**src/rtl/mem_bit_loader_pkg.sv**
```systemverilog
// mem_bit_loader_pkg
// Shared types and constants for the bit-serial memory write loader and
// the matching read-side unloader.
//   state_t          : loader FSM state encoding
//   NUM_BANKS, SEL_W : bank count and bank-select width
//   X_*/W_*          : default word/address widths for the x and w banks
package mem_bit_loader_pkg;

    typedef enum logic [1:0] {
        ST_IDLE  = 2'd0,
        ST_FETCH = 2'd1,
        ST_SHIFT = 2'd2,
        ST_FIN   = 2'd3
    } state_t;

    localparam int NUM_BANKS = 4;
    localparam int SEL_W     = 2;

    localparam int X_WORD_W = 16;
    localparam int X_ADDR_W = 10;
    localparam int W_WORD_W = 16;
    localparam int W_ADDR_W = 20;

endpackage

```
**src/rtl/mem_bit_loader_bit_ptr.sv**
```systemverilog
// bit_ptr
// Bit address plus bank counter. The address walks modulo 2^ADDR_W and
// carries into the bank select; a carry out of the last bank sets a sticky
// wrap flag that is cleared on the next load.
// Ports:
//   clk, rst            : clock, synchronous active-high reset
//   load                : take load_sel/load_addr, clear wrapped (wins over advance)
//   advance             : step the pointer by one bit
//   load_sel, load_addr : starting bank and bit address
//   sel, addr           : current bank and bit address
//   wrapped             : sticky, set when the pointer rolls past the last bank
module bit_ptr
    import mem_bit_loader_pkg::*;
#(
    parameter int ADDR_W = X_ADDR_W
) (
    input  logic              clk,
    input  logic              rst,
    input  logic              load,
    input  logic              advance,
    input  logic [SEL_W-1:0]  load_sel,
    input  logic [ADDR_W-1:0] load_addr,
    output logic [SEL_W-1:0]  sel,
    output logic [ADDR_W-1:0] addr,
    output logic              wrapped
);

    logic addr_last;
    logic bank_last;

    assign addr_last = &addr;
    assign bank_last = (sel == SEL_W'(NUM_BANKS - 1));

    always_ff @(posedge clk) begin
        if (rst) begin
            sel     <= '0;
            addr    <= '0;
            wrapped <= 1'b0;
        end else if (load) begin
            sel     <= load_sel;
            addr    <= load_addr;
            wrapped <= 1'b0;
        end else if (advance) begin
            addr <= addr + ADDR_W'(1);
            if (addr_last) begin
                sel <= sel + SEL_W'(1);
                if (bank_last) begin
                    wrapped <= 1'b1;
                end
            end
        end
    end

endmodule

```
**src/rtl/mem_bit_loader.sv**
```systemverilog
// mem_bit_loader
// Accepts parallel words over valid/ready and writes them LSB first as
// one-bit writes, walking the bit address across banks.
//
// state  | meaning
// -------+---------------------------------------------------------
// IDLE   | waiting for start
// FETCH  | in_ready high, waiting for the next word
// SHIFT  | one bit written per cycle; last bit may reload back-to-back
// FIN    | done pulse, then back to IDLE
//
// Ports:
//   clk, rst                        : clock, synchronous active-high reset
//   start, base_sel, base_addr,
//   num_words                       : load request and its parameters
//   in_valid, in_data, in_ready     : word input handshake
//   write_rq, read_rq, write_data,
//   rw_address, sel                 : bit-serial memory write port
//   busy, done, wrapped             : status
module mem_bit_loader
    import mem_bit_loader_pkg::*;
#(
    parameter int WORD_W = X_WORD_W,
    parameter int ADDR_W = X_ADDR_W,
    parameter int CNT_W  = 16
) (
    input  logic              clk,
    input  logic              rst,
    input  logic              start,
    input  logic [SEL_W-1:0]  base_sel,
    input  logic [ADDR_W-1:0] base_addr,
    input  logic [CNT_W-1:0]  num_words,
    input  logic              in_valid,
    input  logic [WORD_W-1:0] in_data,
    output logic              in_ready,
    output logic              write_rq,
    output logic              read_rq,
    output logic              write_data,
    output logic [ADDR_W-1:0] rw_address,
    output logic [SEL_W-1:0]  sel,
    output logic              busy,
    output logic              done,
    output logic              wrapped
);

    localparam int BC_W = $clog2(WORD_W);
    localparam logic [BC_W-1:0] LAST_BIT = BC_W'(WORD_W - 1);

    state_t            state;
    logic [WORD_W-1:0] shreg;
    logic [BC_W-1:0]   bit_cnt;
    logic [CNT_W-1:0]  words_left;

    logic last_bit;
    logic more_words;
    logic accept;
    logic start_ok;

    assign last_bit   = (state == ST_SHIFT) && (bit_cnt == LAST_BIT);
    assign more_words = (words_left != '0);
    // in_ready is a pure decode of registered state, so it never depends on in_valid.
    assign in_ready   = (state == ST_FETCH) || (last_bit && more_words);
    assign accept     = in_valid && in_ready;
    assign start_ok   = start && (state == ST_IDLE);

    assign write_data = shreg[0];
    assign read_rq    = 1'b0;

    bit_ptr #(
        .ADDR_W (ADDR_W)
    ) u_ptr (
        .clk       (clk),
        .rst       (rst),
        .load      (start_ok),
        .advance   (state == ST_SHIFT),
        .load_sel  (base_sel),
        .load_addr (base_addr),
        .sel       (sel),
        .addr      (rw_address),
        .wrapped   (wrapped)
    );

    always_ff @(posedge clk) begin
        if (rst) begin
            state      <= ST_IDLE;
            shreg      <= '0;
            bit_cnt    <= '0;
            words_left <= '0;
            write_rq   <= 1'b0;
            busy       <= 1'b0;
            done       <= 1'b0;
        end else begin
            done <= 1'b0;
            case (state)
                ST_IDLE: begin
                    if (start) begin
                        words_left <= num_words;
                        if (num_words == '0) begin
                            state <= ST_FIN;
                            done  <= 1'b1;
                        end else begin
                            state <= ST_FETCH;
                            busy  <= 1'b1;
                        end
                    end
                end
                ST_FETCH: begin
                    if (accept) begin
                        shreg      <= in_data;
                        bit_cnt    <= '0;
                        words_left <= words_left - CNT_W'(1);
                        write_rq   <= 1'b1;
                        state      <= ST_SHIFT;
                    end
                end
                ST_SHIFT: begin
                    shreg   <= shreg >> 1;
                    bit_cnt <= bit_cnt + BC_W'(1);
                    if (last_bit) begin
                        if (accept) begin
                            // Reload in the last-bit cycle: next word starts with no bubble.
                            shreg      <= in_data;
                            bit_cnt    <= '0;
                            words_left <= words_left - CNT_W'(1);
                        end else if (more_words) begin
                            write_rq <= 1'b0;
                            state    <= ST_FETCH;
                        end else begin
                            write_rq <= 1'b0;
                            busy     <= 1'b0;
                            done     <= 1'b1;
                            state    <= ST_FIN;
                        end
                    end
                end
                ST_FIN: begin
                    busy  <= 1'b0;
                    state <= ST_IDLE;
                end
                default: begin
                    state <= ST_IDLE;
                end
            endcase
        end
    end

endmodule

```
**config.mk**
```make
export PLATFORM = sky130hd
export DESIGN_NAME = mem_bit_loader
export DESIGN_NICKNAME = d
export VERILOG_FILES = /design/src/rtl/mem_bit_loader_pkg.sv /design/src/rtl/mem_bit_loader_bit_ptr.sv /design/src/rtl/mem_bit_loader.sv
export SDC_FILE = /design/constraint.sdc
export NUM_CORES = 1
export LEC_CHECK = 0
export CAP_MARGIN = 15
export CORE_MARGIN = 2
export CORE_UTILIZATION = 35
export CTS_CLUSTER_DIAMETER = 30
export DETAILED_ROUTE_END_ITERATION = 7
export RECOVER_POWER = 100
export SYNTH_ARGS = -nofsm -noshare
export SYNTH_HDL_FRONTEND = slang
export SYNTH_HIERARCHICAL = 1
export SYNTH_SLANG_ARGS = --single-unit
```
**constraint.sdc**
```tcl
create_clock -name clk -period 3.8 [get_ports clk]
set_input_delay 0.95 -clock clk [delete_from_list [all_inputs] [get_ports clk]]
set_output_delay 0.95 -clock clk [all_outputs]
set_load 0.01 [all_outputs]
```
==> summary by stage <==
Floorplanning
Pin placement for this block handled 67 I/O pins. The initial core utilization is 0.3632. In this run the vertical extent of the chip is 102.2 µm. The core footprint is 9284 µm². Measured along the x axis, the die boundary spans 102.2 µm. After floorplanning, the core was divided into 35 placement rows. The full die area is 10440 µm².

Critical path
The worst register-to-register path has a setup slack of 0.53 ns. Along the worst path, the maximum fanout reaches 6. The worst setup path is captured at a primary output. The critical path class is register to primary output. The number of cells on the worst reg-to-reg path is 8. The endpoint arrival time on the critical path is 2.58 ns. The kind of launch point of the worst setup path is a register.

The startpoint identified for the worst register-to-register timing path is words_left[0]. The worst reg2reg path endpoint is words_left[12]. The critical path starts at words_left[0]. The required time at the endpoint of the critical path is 2.85 ns.

Clocking
The number of buffers on the longest clock path is 2. In this run the clock root is driven by a sky130_fd_sc_hd__clkbuf_8. Clock tree synthesis inserted a total of 5 buffers. The clock-pin slew reported for the worst setup and hold paths after clock tree synthesis is 0.11 ns. The later pin in the worst-skew pair is clocked with a latency of 0.32 ns. TritonCTS built the clock tree. Clock tree synthesis found a total of 54 sinks. The number of buffers added to fix hold violations after cts is 0.

The H-tree was split into 2 levels.

STA
Setup violations remaining at the end of the flow were counted as 0. At the pin with the least slew margin, the transition time is 0.9542 ns. In the finished design, the share of the clock period the worst path needs comes to 0.9299. Setup repair after global routing left no endpoint under its margin.

The setup TNS is 0 ns. Derived from the worst setup path, the maximum achievable clock frequency is 0.2830 GHz. The count of final hold-check violations was 0. The number of pins with negative max-slew slack in the final report was 0. The max-slew headroom at the worst pin is 0.3638.

The smallest clock period supported by the final layout is computed as 3.534 ns. The setup skew after layout is 0.01116 ns.

Logic synthesis
The gate count of the mapped netlist is 409. The predominant post-synthesis flop cell is sky130_fd_sc_hd__dfxtp_1. In this run the mean area of a mapped cell was 8.244 µm². After synthesis, the netlist uses 62 different library cells.

The share of synthesized area in the top cell type comes to 0.3206. The share of synthesized area occupied by flip-flops and latches is 0.3206. In the synthesized netlist the async set-or-reset flop fraction comes to 0. Yosys mapped a number of flops with a built-in enable equal to 0. The net count after synthesis is 465.

By count the netlist is led by 54 x sky130_fd_sc_hd__dfxtp_1, 46 x sky130_fd_sc_hd__nor2_1, 28 x sky130_fd_sc_hd__nand2_1. The leading cell type by number of instances after synthesis is sky130_fd_sc_hd__dfxtp_1. The synthesized design spends more area on one cell type than any other, namely sky130_fd_sc_hd__dfxtp_1. Yosys attributes the largest share of cell area to sky130_fd_sc_hd__dfxtp_1 32%, sky130_fd_sc_hd__a2111oi_2 5.8%, sky130_fd_sc_hd__nor2_1 5.1%. The netlist area before placement is 3372 µm². The synthesis-stage register bit count is 54.

The total of warnings raised by yosys is 6.

Place
The final weighted congestion of routability-driven global placement is 0.8095. The HPWL after detailed placement is 5918 µm. The area after detailed placement is 4088 µm². The number of buffers added on ports is 65. The cell total after placement is 579.

Power and ir drop
The internal power is 1698 µW. For this design the static power due to leakage is 0.001491 µW. In this run the power density over the cells is 747.9 nW/µm².

For this design the total switching power over the nets is 1401 µW. The sequential share of power is 0.287. The switching share of power is 0.4521.

The share of total power dissipated in the clock network is 0.132. The part of the power in combinational logic is 0.581. The peak supply drop is 346.0 µV.

Min path
The worst hold path cell count is 2. In this run the most critical hold path is launched from words_left[15]. The worst hold path terminates at words_left[15]. The path class of the lowest-slack min-delay path is register to register.

Drt
For this run, design rule violations remaining after detail routing come to 0. The sum of routed wire length over all layers is 8617 µm. The DRC marker count from the first detailed-route iteration is 182. The detailed router placed 3216 vias in this run. The average routed wire per standard cell is 14.65 µm. The number of nets with antenna violations after detailed routing is 0. The first TritonRoute pass finished after 6 iterations. The per-cell via count in the routed design is 5.469.

GRT
The global-route wire length before repair is 14550 µm. The number of global-route vias before repair was 3011. The number of antenna violations at the first check in global routing was 0. The aggregate global routing overflow is 0. Across every metal layer, demand over resource in global routing totals 0.1694. The maximum number of pins on one net before global-route repair is 45.

Cells and area
The share of post-route cells with drive strength above 1 is 0.07407. Registers take 1081 µm². The final design utilization is 0.4464.

The count of cells in the finished layout, fillers not included, comes to 588. In the final design database the tool counted 514 nets. The post-synthesis to final-layout area growth is 22.89%. The count of filler cells inserted in the layout is 979. The finished cells cover 4144 µm². The area of the multi-input gates is 2049 µm². The repair_antennas step left the layout with diodes totalling 0.

Run
The tool flagged a number of max-cap violations equal to 0.

Run status
The run finished with clean final reports.
## metrics by stage
step                      power, µW  setup slack, ns  hold slack [ns]
after CTS                      3197         0.009362           0.4745
after global placement         2738           0.3477           0.4465
after floorplan                2297           0.9088           0.4340
after detailed placement       2758           0.2726           0.4556
after global routing           3391           0.1330           0.5130
final                          3099           0.2665           0.4766
## critical path, stage by stage, from the launching register on
cell and delay, ns:
sky130_fd_sc_hd__dfxtp_1 0.34, sky130_fd_sc_hd__inv_1 0.09, sky130_fd_sc_hd__ha_2 0.21, sky130_fd_sc_hd__or4b_1 0.55, sky130_fd_sc_hd__or4_4 0.62, sky130_fd_sc_hd__a31oi_4 0.21
sky130_fd_sc_hd__inv_1 0.07, sky130_fd_sc_hd__dlymetal6s2s_1 0.17
## cell type report
cell class / count / area share
clock buffer: 5 / 0.01661
sequential: 54 / 0.2609
clock inverter: 3 / 0.01147
multi-input combinational: 313 / 0.4946
tap: 129 / 0.03895
inverter: 12 / 0.01087
timing repair buffer: 72 / 0.1667
## timing repair
| action | in CTS | in global routing |
|---|---|---|
| resized for setup | 2 | 2 |
| pin swaps | 0 | 1 |
| endpoints found under the setup margin | 1 | 1 |
| gates cloned | 0 | 0 |
| buffers inserted | 0 | 1 |
## power by group through the flow
stage                     Clock (µW)  Combinational, µW  Sequential [µW]
after detailed placement           0               1860              902
after global placement             0               1840              895
after global routing             445               2030              920
after CTS                        426               1880              889
final                            410               1800              889
after floorplan                    0               1410              884
## logic make-up (layout without fill, tap and decap cells)
| family | Yosys count | in the layout | share of synthesized area |
|---|---|---|---|
| flip-flops | 54 | 54 | 0.3206 |
| other | 1 | 1 | 0.001112 |
| XOR/XNOR | 11 | 11 | 0.02857 |
| adder cells (fa/ha/maj) | 8 | 8 | 0.02969 |
| AO/OA/AOI/OAI | 104 | 104 | 0.2460 |
| multiplexers | 15 | 15 | 0.04527 |
| AND/OR/NAND/NOR | 174 | 174 | 0.2750 |
| buffers and inverters | 42 | 92 | 0.05381 |
## worst max-delay path by stage
stage                to  slack (ns)  cells past startpoint
2_1_floorplan  in_ready        0.91                      6
3_3_place_gp   in_ready        0.35                      7
6_report       in_ready        0.27                      7
5_1_grt        in_ready        0.13                      7
3_5_place_dp   in_ready        0.27                      7
4_1_cts        in_ready       0.009                      7
## per-layer routing
layer | up-vias | track usage | part of all wire
met2 | 87 | 0.2849 | 0.47
met3 | 5 | 0.02941 | 0.059
met1 | 1496 | 0.2347 | 0.47
met4 | 0 | 0.02154 | 0.0049
li1 | 1628 | - | -
met5 | - | 0 | 0
## registers in the layout, summed over array words and instances (netlist names)
name	flops
write_rq	1
u_ptr/wrapped	1
u_ptr/sel	2
u_ptr/addr	10
busy	1
words_left	16
state	2
bit_cnt	4
shreg	16
done	1
## placed cells by master, fill, tap and decap left out, types with 7 or more instances in the layout
| cell type | n |
|---|---|
| sky130_fd_sc_hd__a2111oi_0 | 10 |
| sky130_fd_sc_hd__a21oi_1 | 24 |
| sky130_fd_sc_hd__clkdlybuf4s50_1 | 44 |
| sky130_fd_sc_hd__dfxtp_1 | 54 |
| sky130_fd_sc_hd__dlygate4sd3_1 | 19 |
| sky130_fd_sc_hd__ha_1 | 7 |
| sky130_fd_sc_hd__inv_1 | 11 |
| sky130_fd_sc_hd__mux2i_1 | 13 |
| sky130_fd_sc_hd__nand2_1 | 28 |
| sky130_fd_sc_hd__nand3_1 | 8 |
| sky130_fd_sc_hd__nand4_1 | 8 |
| sky130_fd_sc_hd__nor2_1 | 46 |
| sky130_fd_sc_hd__nor3_1 | 22 |
| sky130_fd_sc_hd__nor4_1 | 8 |
| sky130_fd_sc_hd__o21ai_0 | 22 |
| sky130_fd_sc_hd__or3_1 | 19 |
| sky130_fd_sc_hd__xnor2_1 | 8 |
Note: power is estimated with default switching activity, not from simulation.
